<file path="src/rtl/hamming_secded_stream_decoder_if.sv">
// Valid/ready stream bundle for the SECDED decoder: codeword input side and decoded-result output side.
// Widths derive from DATA_W exactly as in the decoder, so both must be built with the same DATA_W.
interface hamming_secded_stream_decoder_if #(
    parameter int DATA_W = 11
);
    function automatic int calc_p(input int dw);
        int p;
        p = 1;
        for (int k = 1; k < 20; k++) begin
            if ((1 << k) < dw + k + 1) p = k + 1;
        end
        return p;
    endfunction

    localparam int P     = calc_p(DATA_W);
    localparam int N     = DATA_W + P + 1;
    localparam int POS_W = $clog2(N);

    logic              in_valid;
    logic              in_ready;
    logic [N-1:0]      in_code;
    logic              correct_en;
    logic              out_valid;
    logic              out_ready;
    logic [DATA_W-1:0] out_data;
    logic              single_err;
    logic              double_err;
    logic [POS_W-1:0]  err_pos;

    modport master (
        output in_valid, in_code, correct_en, out_ready,
        input  in_ready, out_valid, out_data, single_err, double_err, err_pos
    );

    modport slave (
        input  in_valid, in_code, correct_en, out_ready,
        output in_ready, out_valid, out_data, single_err, double_err, err_pos
    );
endinterface

</file>
<file path="src/rtl/hamming_secded_stream_decoder.sv">
// Two-stage pipelined extended-Hamming (SECDED) decoder on a valid/ready stream,
// with optional single-bit correction and saturating single/double error counters.
module hamming_secded_stream_decoder #(
    parameter int DATA_W = 11,
    parameter int CNT_W  = 16
) (
    input  logic                           clk,
    input  logic                           rst_n,
    hamming_secded_stream_decoder_if.slave bus,
    input  logic                           clear_cnt,
    output logic [CNT_W-1:0]               single_cnt,
    output logic [CNT_W-1:0]               double_cnt
);
    function automatic int calc_p(input int dw);
        int p;
        p = 1;
        for (int k = 1; k < 20; k++) begin
            if ((1 << k) < dw + k + 1) p = k + 1;
        end
        return p;
    endfunction

    localparam int P     = calc_p(DATA_W);
    localparam int N     = DATA_W + P + 1;
    localparam int POS_W = $clog2(N);
    localparam logic [POS_W:0] N_EXT = (POS_W+1)'(N);

    function automatic logic [POS_W-1:0] syndrome(input logic [N-1:0] c);
        logic [POS_W-1:0] s;
        s = '0;
        for (int i = 1; i < N; i++) begin
            if (c[i]) s = s ^ POS_W'(i);
        end
        return s;
    endfunction

    // Data occupies every non-power-of-two index above 0, LSB first.
    function automatic logic [DATA_W-1:0] extract(input logic [N-1:0] c);
        logic [DATA_W-1:0] d;
        int j;
        d = '0;
        j = 0;
        for (int i = 3; i < N; i++) begin
            if ((i & (i - 1)) != 0) begin
                d[j] = c[i];
                j++;
            end
        end
        return d;
    endfunction

    function automatic logic [CNT_W-1:0] sat_inc(input logic [CNT_W-1:0] c);
        return (&c) ? c : c + 1'b1;
    endfunction

    logic              adv1, adv2, fire;
    logic              vld_p1;
    logic [N-1:0]      code_p1;
    logic [POS_W-1:0]  syn_p1;
    logic              par_p1, cen_p1;
    logic              vld_p2;
    logic [DATA_W-1:0] data_p2;
    logic              single_p2, double_p2;
    logic [POS_W-1:0]  pos_p2;

    logic [N-1:0]      fixed_code;
    logic              cls_single, cls_double;
    logic [POS_W-1:0]  cls_pos;
    logic [DATA_W-1:0] cls_data;

    assign adv2         = !vld_p2 || bus.out_ready;
    assign adv1         = !vld_p1 || adv2;
    assign fire         = vld_p2 && bus.out_ready;
    assign bus.in_ready = adv1;

    // Stage 1: syndrome and overall parity
    always_ff @(posedge clk or negedge rst_n) begin
        if (!rst_n) begin
            vld_p1 <= 1'b0;
        end else if (adv1) begin
            vld_p1 <= bus.in_valid;
        end
    end

    always_ff @(posedge clk) begin
        if (adv1 && bus.in_valid) begin
            code_p1 <= bus.in_code;
            syn_p1  <= syndrome(bus.in_code);
            par_p1  <= ^bus.in_code;
            cen_p1  <= bus.correct_en;
        end
    end

    always_comb begin
        fixed_code = code_p1;
        cls_single = 1'b0;
        cls_double = 1'b0;
        cls_pos    = '0;
        if (par_p1) begin
            if (syn_p1 == '0) begin
                cls_single = 1'b1;
            end else if ({1'b0, syn_p1} < N_EXT) begin
                cls_single = 1'b1;
                cls_pos    = syn_p1;
                if (cen_p1) fixed_code[syn_p1] = ~code_p1[syn_p1];
            end else begin
                cls_double = 1'b1;
            end
        end else if (syn_p1 != '0) begin
            cls_double = 1'b1;
        end
        cls_data = extract(fixed_code);
    end

    // Stage 2: classification and data extraction
    always_ff @(posedge clk or negedge rst_n) begin
        if (!rst_n) begin
            vld_p2    <= 1'b0;
            data_p2   <= '0;
            single_p2 <= 1'b0;
            double_p2 <= 1'b0;
            pos_p2    <= '0;
        end else if (adv2) begin
            vld_p2 <= vld_p1;
            if (vld_p1) begin
                data_p2   <= cls_data;
                single_p2 <= cls_single;
                double_p2 <= cls_double;
                pos_p2    <= cls_pos;
            end
        end
    end

    assign bus.out_valid  = vld_p2;
    assign bus.out_data   = data_p2;
    assign bus.single_err = single_p2;
    assign bus.double_err = double_p2;
    assign bus.err_pos    = pos_p2;

    always_ff @(posedge clk or negedge rst_n) begin
        if (!rst_n) begin
            single_cnt <= '0;
            double_cnt <= '0;
        end else if (clear_cnt) begin
            single_cnt <= '0;
            double_cnt <= '0;
        end else begin
            if (fire && single_p2) single_cnt <= sat_inc(single_cnt);
            if (fire && double_p2) double_cnt <= sat_inc(double_cnt);
        end
    end
endmodule

</file>
<file path="src/flat_wrapper.sv">
// flat-port wrapper written by rule: the top's interface ports become plain ports
module hamming_secded_stream_decoder_flat 
#(
    parameter int DATA_W = 11,
    parameter int CNT_W  = 16
)
  (clk, rst_n, clear_cnt, single_cnt, double_cnt, bus_in_valid, bus_in_code, bus_correct_en, bus_out_ready, bus_in_ready, bus_out_valid, bus_out_data, bus_single_err, bus_double_err, bus_err_pos);
  hamming_secded_stream_decoder_if #(.DATA_W(DATA_W)) bus_i ();
  input  logic clk;
  input  logic rst_n;
  input  logic clear_cnt;
  output logic [CNT_W-1:0] single_cnt;
  output logic [CNT_W-1:0] double_cnt;
  input wire logic [$bits(bus_i.in_valid)-1:0] bus_in_valid;
  input wire logic [$bits(bus_i.in_code)-1:0] bus_in_code;
  input wire logic [$bits(bus_i.correct_en)-1:0] bus_correct_en;
  input wire logic [$bits(bus_i.out_ready)-1:0] bus_out_ready;
  output wire logic [$bits(bus_i.in_ready)-1:0] bus_in_ready;
  output wire logic [$bits(bus_i.out_valid)-1:0] bus_out_valid;
  output wire logic [$bits(bus_i.out_data)-1:0] bus_out_data;
  output wire logic [$bits(bus_i.single_err)-1:0] bus_single_err;
  output wire logic [$bits(bus_i.double_err)-1:0] bus_double_err;
  output wire logic [$bits(bus_i.err_pos)-1:0] bus_err_pos;
  assign bus_i.in_valid = bus_in_valid;
  assign bus_i.in_code = bus_in_code;
  assign bus_i.correct_en = bus_correct_en;
  assign bus_i.out_ready = bus_out_ready;
  assign bus_in_ready = bus_i.in_ready;
  assign bus_out_valid = bus_i.out_valid;
  assign bus_out_data = bus_i.out_data;
  assign bus_single_err = bus_i.single_err;
  assign bus_double_err = bus_i.double_err;
  assign bus_err_pos = bus_i.err_pos;
  hamming_secded_stream_decoder #(.DATA_W(DATA_W), .CNT_W(CNT_W)) u_core (.clk(clk), .rst_n(rst_n), .bus(bus_i), .clear_cnt(clear_cnt), .single_cnt(single_cnt), .double_cnt(double_cnt));
endmodule
</file>
<file path="config.mk">
export PLATFORM = sky130hd
export DESIGN_NAME = hamming_secded_stream_decoder_flat
export DESIGN_NICKNAME = d
export VERILOG_FILES = /design/src/rtl/hamming_secded_stream_decoder_if.sv /design/src/rtl/hamming_secded_stream_decoder.sv /design/src/flat_wrapper.sv
export SDC_FILE = /design/constraint.sdc
export NUM_CORES = 1
export LEC_CHECK = 0
export CORE_MARGIN = 4
export CORE_UTILIZATION = 30
export CTS_CLUSTER_DIAMETER = 150
export CTS_CLUSTER_SIZE = 25
export DETAILED_ROUTE_END_ITERATION = 6
export DONT_BUFFER_PORTS = 1
export PLACE_DENSITY_LB_ADDON = 0.15
export SLEW_MARGIN = 20
export SYNTH_ARGS = -nofsm -noshare
export SYNTH_HDL_FRONTEND = slang
export SYNTH_SLANG_ARGS = --single-unit
</file>
<file path="constraint.sdc">
create_clock -name clk -period 2.2 [get_ports clk]
set_input_delay 0.55 -clock clk [delete_from_list [all_inputs] [get_ports clk]]
set_output_delay 0.55 -clock clk [all_outputs]
set_load 0.005 [all_outputs]
</file>
==> results.md, run 1 <==
* Status: completed
* Worst Skew at 0.00665 ns
* Synth Flop Type: dfrtp_1
* Htree depth at 3
* Syn nets at 379
* Remaining DRCs at 0
* Final setup TNS at 0 ns
* Max_slew headroom at 0.641
* Most frequent cells in the layout: dfrtp_1, nand2_1, xnor2_1, nor2_1
* Post-route minimum period at 1.86 ns
* Layout area overhead at 15.4%
* Die height at 120 um
* Final setup viols at 0
* Worst-path clk slew at 0.06 ns
* Die X-Extent at 120 um
* Final Max Tran Viols at 0
* Post-synthesis sequential element count at 70
* Clock Sinks at 70
* Syn_area_per_cell at 10.5 sq um
* Synth Instances at 355
* Routed wire length at 8810 um
* CTS resizes at 0
* Vias in the first global route at 2637
* GRT overflow at 0
* Skew-Pair Late Insertion Delay at 0.34 ns
* Layout fillers at 1219
* Drt pass-1 iters at 4
* PD cells at 895 nW/um^2
* First-pass GRT wire length at 14200 um
* Placed cell count at 514
* Register area share after synthesis at 0.493
* DP HPWL at 6290 um
* Crit path launch type: register
* Netlist Area Pre-Place at 3740 sq um
* Highest clock rate at 0.539 GHz
* Layout Nets at 382
* Max-Cap Viols at 0
* YS warnings at 0
* Clk root buf: clkbuf_16
* # rows at 40
* Post-synth ARST share at 0.729
* Die area at 14300 sq um
* Yosys cell types at 47
* Final Power at 3.87 mW
* Slew @ Worst Pin at 0.539 ns
* Class of the worst hold path: in2async
* Period utilization at 0.843
* Hold slack at 0.0701 ns
* Initial drt markers at 127
* WP data arrival at 2.08 ns
* RSZ-0062 raised after global routing: false
* Core box area at 12100 sq um
* Count of final hold-check violations at 0
* WL per Instance at 16.6 um
* Number of placed I/O pins at 73
* Commonest non-fill, non-tap cell in the layout: dfrtp_1
* CTS buffer count at 9
* GPL Wtd Cong at 0.775
* ANT cells at 0
* GR Util All Layers at 0.128
* Share of cells above drive strength 1 at 0.127
* Crit path kind: reg2reg
* Max FO, Critical Path at 8
* Initial antenna violation count at 0
* CP Data Required Time at 2.42 ns
* VDD IR-drop max at 435 uV
* Leak pwr at 1.69 nW
* Non-filler cells, final at 531
* Number of flops mapped to enable cells by yosys at 19
* Initial core utilization at 0.309
* Port Buffers at 0
* Longest Clk Path Bufs at 2
* Vias at 2658
* TritonCTS clock tree: done
* CP Capture Type: register
* Post-route ant nets at 0
* Vias/cell at 5.01
* Largest net degree at the start of global routing at 52
==> registers in the layout (all words and copies together), names as in the netlist <==
name,cells
u_core.bus.double_err,1
u_core.bus.err_pos,4
u_core.bus.out_data,11
u_core.bus.out_valid,1
u_core.bus.single_err,1
u_core.cen_p1,1
u_core.code_p1,13
u_core.double_cnt,16
u_core.par_p1,1
u_core.single_cnt,16
u_core.syn_p1,4
u_core.vld_p1,1
==> cells in the mapped netlist, drive strengths merged (8+ instances only) <==
| master | number | share of area |
|---|---|---|
| edfxtp | 19 | 0.15 |
| nor2b | 9 | 0.015 |
| a21oi | 16 | 0.021 |
| nand3 | 10 | 0.013 |
| o21ai | 21 | 0.028 |
| clkbuf | 10 | 0.010 |
| nand2 | 43 | 0.043 |
| dfrtp | 51 | 0.34 |
| mux2i | 18 | 0.048 |
| nor2 | 21 | 0.021 |
| xnor2 | 24 | 0.056 |
| mux2 | 12 | 0.036 |
| buf | 8 | 0.017 |
| nand4 | 13 | 0.035 |
==> cells by family (layout without fill, tap and decap cells) <==
kind of cell    Yosys count  after routing  share of synthesized area
mux                      30             30                     0.0842
compound gates           64             64                      0.108
xor+xnor                 28             28                     0.0655
fa+ha+maj                 2              2                    0.00668
simple gates            139            139                      0.212
flops                    70             70                      0.493
buf+inv                  22             30                     0.0307
==> worst max-delay path, cell delays in order, from the launching register on <==
cell     delay (ns)
dfrtp_1        0.45
and4_1         0.44
nand4_4        0.18
nor4_1         0.31
mux2_2         0.36
==> stage by stage <==
| stage | utilization | setup WS (ns) | cell area [sq um] |
|---|---|---|---|
| after floorplan | - | 0.485 | 3740 |
| after global placement | 0.324 | 0.304 | 3920 |
| after global routing | 0.357 | 0.219 | 4320 |
| after detailed placement | 0.324 | 0.281 | 3920 |
| after CTS | 0.357 | 0.328 | 4320 |
| final | 0.357 | 0.344 | 4320 |
==> worst paths after layout <==
path / startpoint / end / slack, ns / cells past startpoint
max in group asynchronous: rst_n / u_core.bus.double_err / 1.89 / 1
max: u_core.single_cnt[6] / u_core.single_cnt[13] / 0.34 / 4
min: rst_n / u_core.double_cnt[14] / 0.07 / 1
max reg2reg: u_core.single_cnt[6] / u_core.single_cnt[13] / 0.34 / 4
min in group clk: clear_cnt / u_core.double_cnt[8] / 0.27 / 1
min reg2reg: u_core.vld_p1 / u_core.bus.out_valid / 0.48 / 1
==> layout make-up <==
type                            instances  area (sq um)  area share
Clock buffer                           10           239      0.0553
Clock inverter                          6           133      0.0307
Inverter                                4          15.0     0.00347
Multi-Input combinational cell        263          1780       0.413
Sequential cell                        70          1850       0.427
Tap cell                              168           210      0.0486
Timing Repair Buffer                   10          95.1      0.0220
==> timing repair <==
action,4_1_cts,5_1_grt
endpoints found under the setup margin,0,0
setup buffers,0,0
hold endpoints to repair,51,0
hold buffers,1,0
==> layer usage <==
metal | up-vias | GRT usage | wire (um)
li1 | 1306 | - | -
met1 | 1280 | 0.146 | 3750
met2 | 62 | 0.210 | 4280
met3 | 10 | 0.0509 | 591
met4 | 0 | 0.0580 | 185
met5 | - | 0 | 0
==> report_power, final <==
part	internal [mW]	total [mW]	switching [mW]	leakage [nW]
clock	1.25	1.81	0.558	0.179
combinational	0.200	0.420	0.220	0.652
sequential	1.48	1.64	0.158	0.861
total	2.93	3.87	0.936	1.69
Note: power is estimated with default switching activity, not from simulation.
==> run 2: changes to the inputs <==
==> constraint.sdc (replaced) <==
create_clock -name clk -period 1.7 [get_ports clk]
set_input_delay 0.425 -clock clk [delete_from_list [all_inputs] [get_ports clk]]
set_output_delay 0.425 -clock clk [all_outputs]
set_load 0.005 [all_outputs]
==> run 2 against run 1 <==
Compared with the run above: clock-buffer cell count rose by 4; register-to-register slack got worse by 0.28 ns; critical endpoint is now u_core.double_cnt[2]; utilization is 3.7 points higher; combinational power is 62% higher; clock power fell by 2%; global-route usage rose by 0.95 points.
==> results.md, run 2 (synthesis results as in run 1) <==
* Final Power at 4.54 mW
* Worst-path clk slew at 0.06 ns
* VDD IR-drop max at 517 uV
* Highest clock rate at 0.610 GHz
* Final core utilization at 0.394
* Hold slack at 0.162 ns
* CP Data Required Time at 1.91 ns
* CP Capture Type: register
* GPL Wtd Cong at 0.753
* Post-route minimum period at 1.64 ns
* Worst-path cell chain: nand4_2 -> nor4_4 -> buf_4 -> a21oi_1 -> mux2_1
* Layout area overhead at 27.4%
* Core box area at 12100 sq um
* Htree depth at 3
* Most frequent cells in the layout: buf_4, dfrtp_1, nand2_1, xnor2_1, nor2_1
* Layout fillers at 1205
* Status: completed
* Routed wire length at 9270 um
* Die X-Extent at 120 um
* Vias/cell at 4.88
* Max FO, Critical Path at 4
* Crit path kind: reg2reg
* Longest Clk Path Bufs at 2
* GR Util All Layers at 0.137
* Multi-input gate area at 1850 sq um
* WL per Instance at 15.8 um
* Clk root buf: clkbuf_16
* RSZ-0062 raised after global routing: true
* Post-route ant nets at 0
* Leak pwr at 1.98 nW
* Initial antenna violation count at 0
* Vias at 2867
* Slew @ Worst Pin at 0.408 ns
* Worst Skew at 0.00628 ns
* Period utilization at 0.964
* Class of the worst hold path: in2reg
* Initial core utilization at 0.309
* Reg area at 1850 sq um
* Remaining DRCs at 0
* Skew-Pair Late Insertion Delay at 0.33 ns
* Final setup TNS at 0 ns
* PD cells at 952 nW/um^2
* Crit path launch type: register
* # rows at 40
* CP peak stage delay at 0.41 ns
* Drt pass-1 iters at 4
* Biggest regs: u_core.double_cnt (16), u_core.single_cnt (16), u_core.code_p1 (13)
* Vias in the first global route at 3035
* Max_slew headroom at 0.726
* Clock Sinks at 70
* Commonest non-fill, non-tap cell in the layout: buf_4
* Crit-path slowest cell: dfrtp_1
* WP data arrival at 1.85 ns
* Number of placed I/O pins at 73
* Crit path max-delay family: simple AND/OR/NAND/NOR gates
* Max-Cap Viols at 0
* Count of final hold-check violations at 0
* Bufs and invs on worst path at 1
* Die height at 120 um
* CTS buffer count at 9
* GRT overflow at 0
* Initial drt markers at 182
* Port Buffers at 0
* Layout Nets at 439
* Final setup viols at 0
* ANT cells at 0
* First-pass GRT wire length at 15800 um
* TritonCTS clock tree: done
* DP HPWL at 6810 um
* Share of cells above drive strength 1 at 0.265
* Die area at 14300 sq um
* Final Max Tran Viols at 0
* Largest net degree at the start of global routing at 52
-- run 2: cell types whose count changed in the layout (fill, tap and decap cells not counted), sizes merged --
cell,delta
bufinv,-4
buf,+56
clkinvlp,-1
dlygate4sd3,+1
clkbuf,+4
-- run 2: area by class of cell --
| type | count | area share |
|---|---|---|
| timing repair buffer | 67 | 0.119 |
| tap | 168 | 0.0441 |
| sequential | 70 | 0.387 |
| clock inverter | 1 | 0.00105 |
| inverter | 4 | 0.00315 |
| clock buffer | 14 | 0.0574 |
| multi-input combinational | 263 | 0.389 |
-- run 2: worst register-to-register path, stage by stage (launching register included) --
cell     delay (ns)
dfrtp_1        0.41
nand4_2        0.18
nor4_4         0.37
buf_4          0.19
a21oi_1        0.06
mux2_1         0.31
-- run 2: repair_timing --
item | CTS | global route
pin swaps | 0 | 4
setup buffers | 0 | 4
cloned | 0 | 0
endpoints found under the hold margin | 51 | 0
resized for setup | 2 | 22
hold buffers | 2 | 0
setup endpoints to repair | 3 | 21
-- run 2: worst paths after layout --
| path | startpoint | endpoint | slack, ns | cells past startpoint |
|---|---|---|---|---|
| max | u_core.double_cnt[7] | u_core.double_cnt[2] | 0.06 | 5 |
| max reg2reg | u_core.double_cnt[7] | u_core.double_cnt[2] | 0.06 | 5 |
| max in group asynchronous | rst_n | u_core.single_cnt[13] | 0.85 | 2 |
| min | clear_cnt | u_core.double_cnt[11] | 0.16 | 1 |
| min reg2reg | u_core.vld_p1 | u_core.bus.out_valid | 0.50 | 1 |
| min in group asynchronous | rst_n | u_core.double_cnt[12] | 0.62 | 2 |
-- run 2: routing by layer --
metal | share of wire | vias up | GRT usage | wire length [um]
li1 | - | 1425 | - | -
met1 | 0.42 | 1372 | 0.159 | 3940
met2 | 0.50 | 60 | 0.233 | 4610
met3 | 0.063 | 10 | 0.0495 | 583
met4 | 0.015 | 0 | 0.0494 | 141
met5 | 0 | - | 0 | 0
-- run 2: where the power goes --
part / total [mW] / switching, mW / internal (mW) / leakage, nW
registers: 2.09 / 0.171 / 1.92 / 0.861
logic: 0.680 / 0.339 / 0.341 / 0.980
clock network: 1.77 / 0.673 / 1.10 / 0.139
-- run 2: per-stage QoR --
| step | instances | cell area, sq um | setup WS [ns] |
|---|---|---|---|
| after floorplan | 355 | 3750 | 0.0210 |
| final | 587 | 4770 | 0.0614 |
| after detailed placement | 566 | 4340 | -0.0398 |
| after global placement | 566 | 4340 | -0.00410 |
| after global routing | 587 | 4770 | -0.0167 |
| after CTS | 583 | 4670 | 0.00608 |
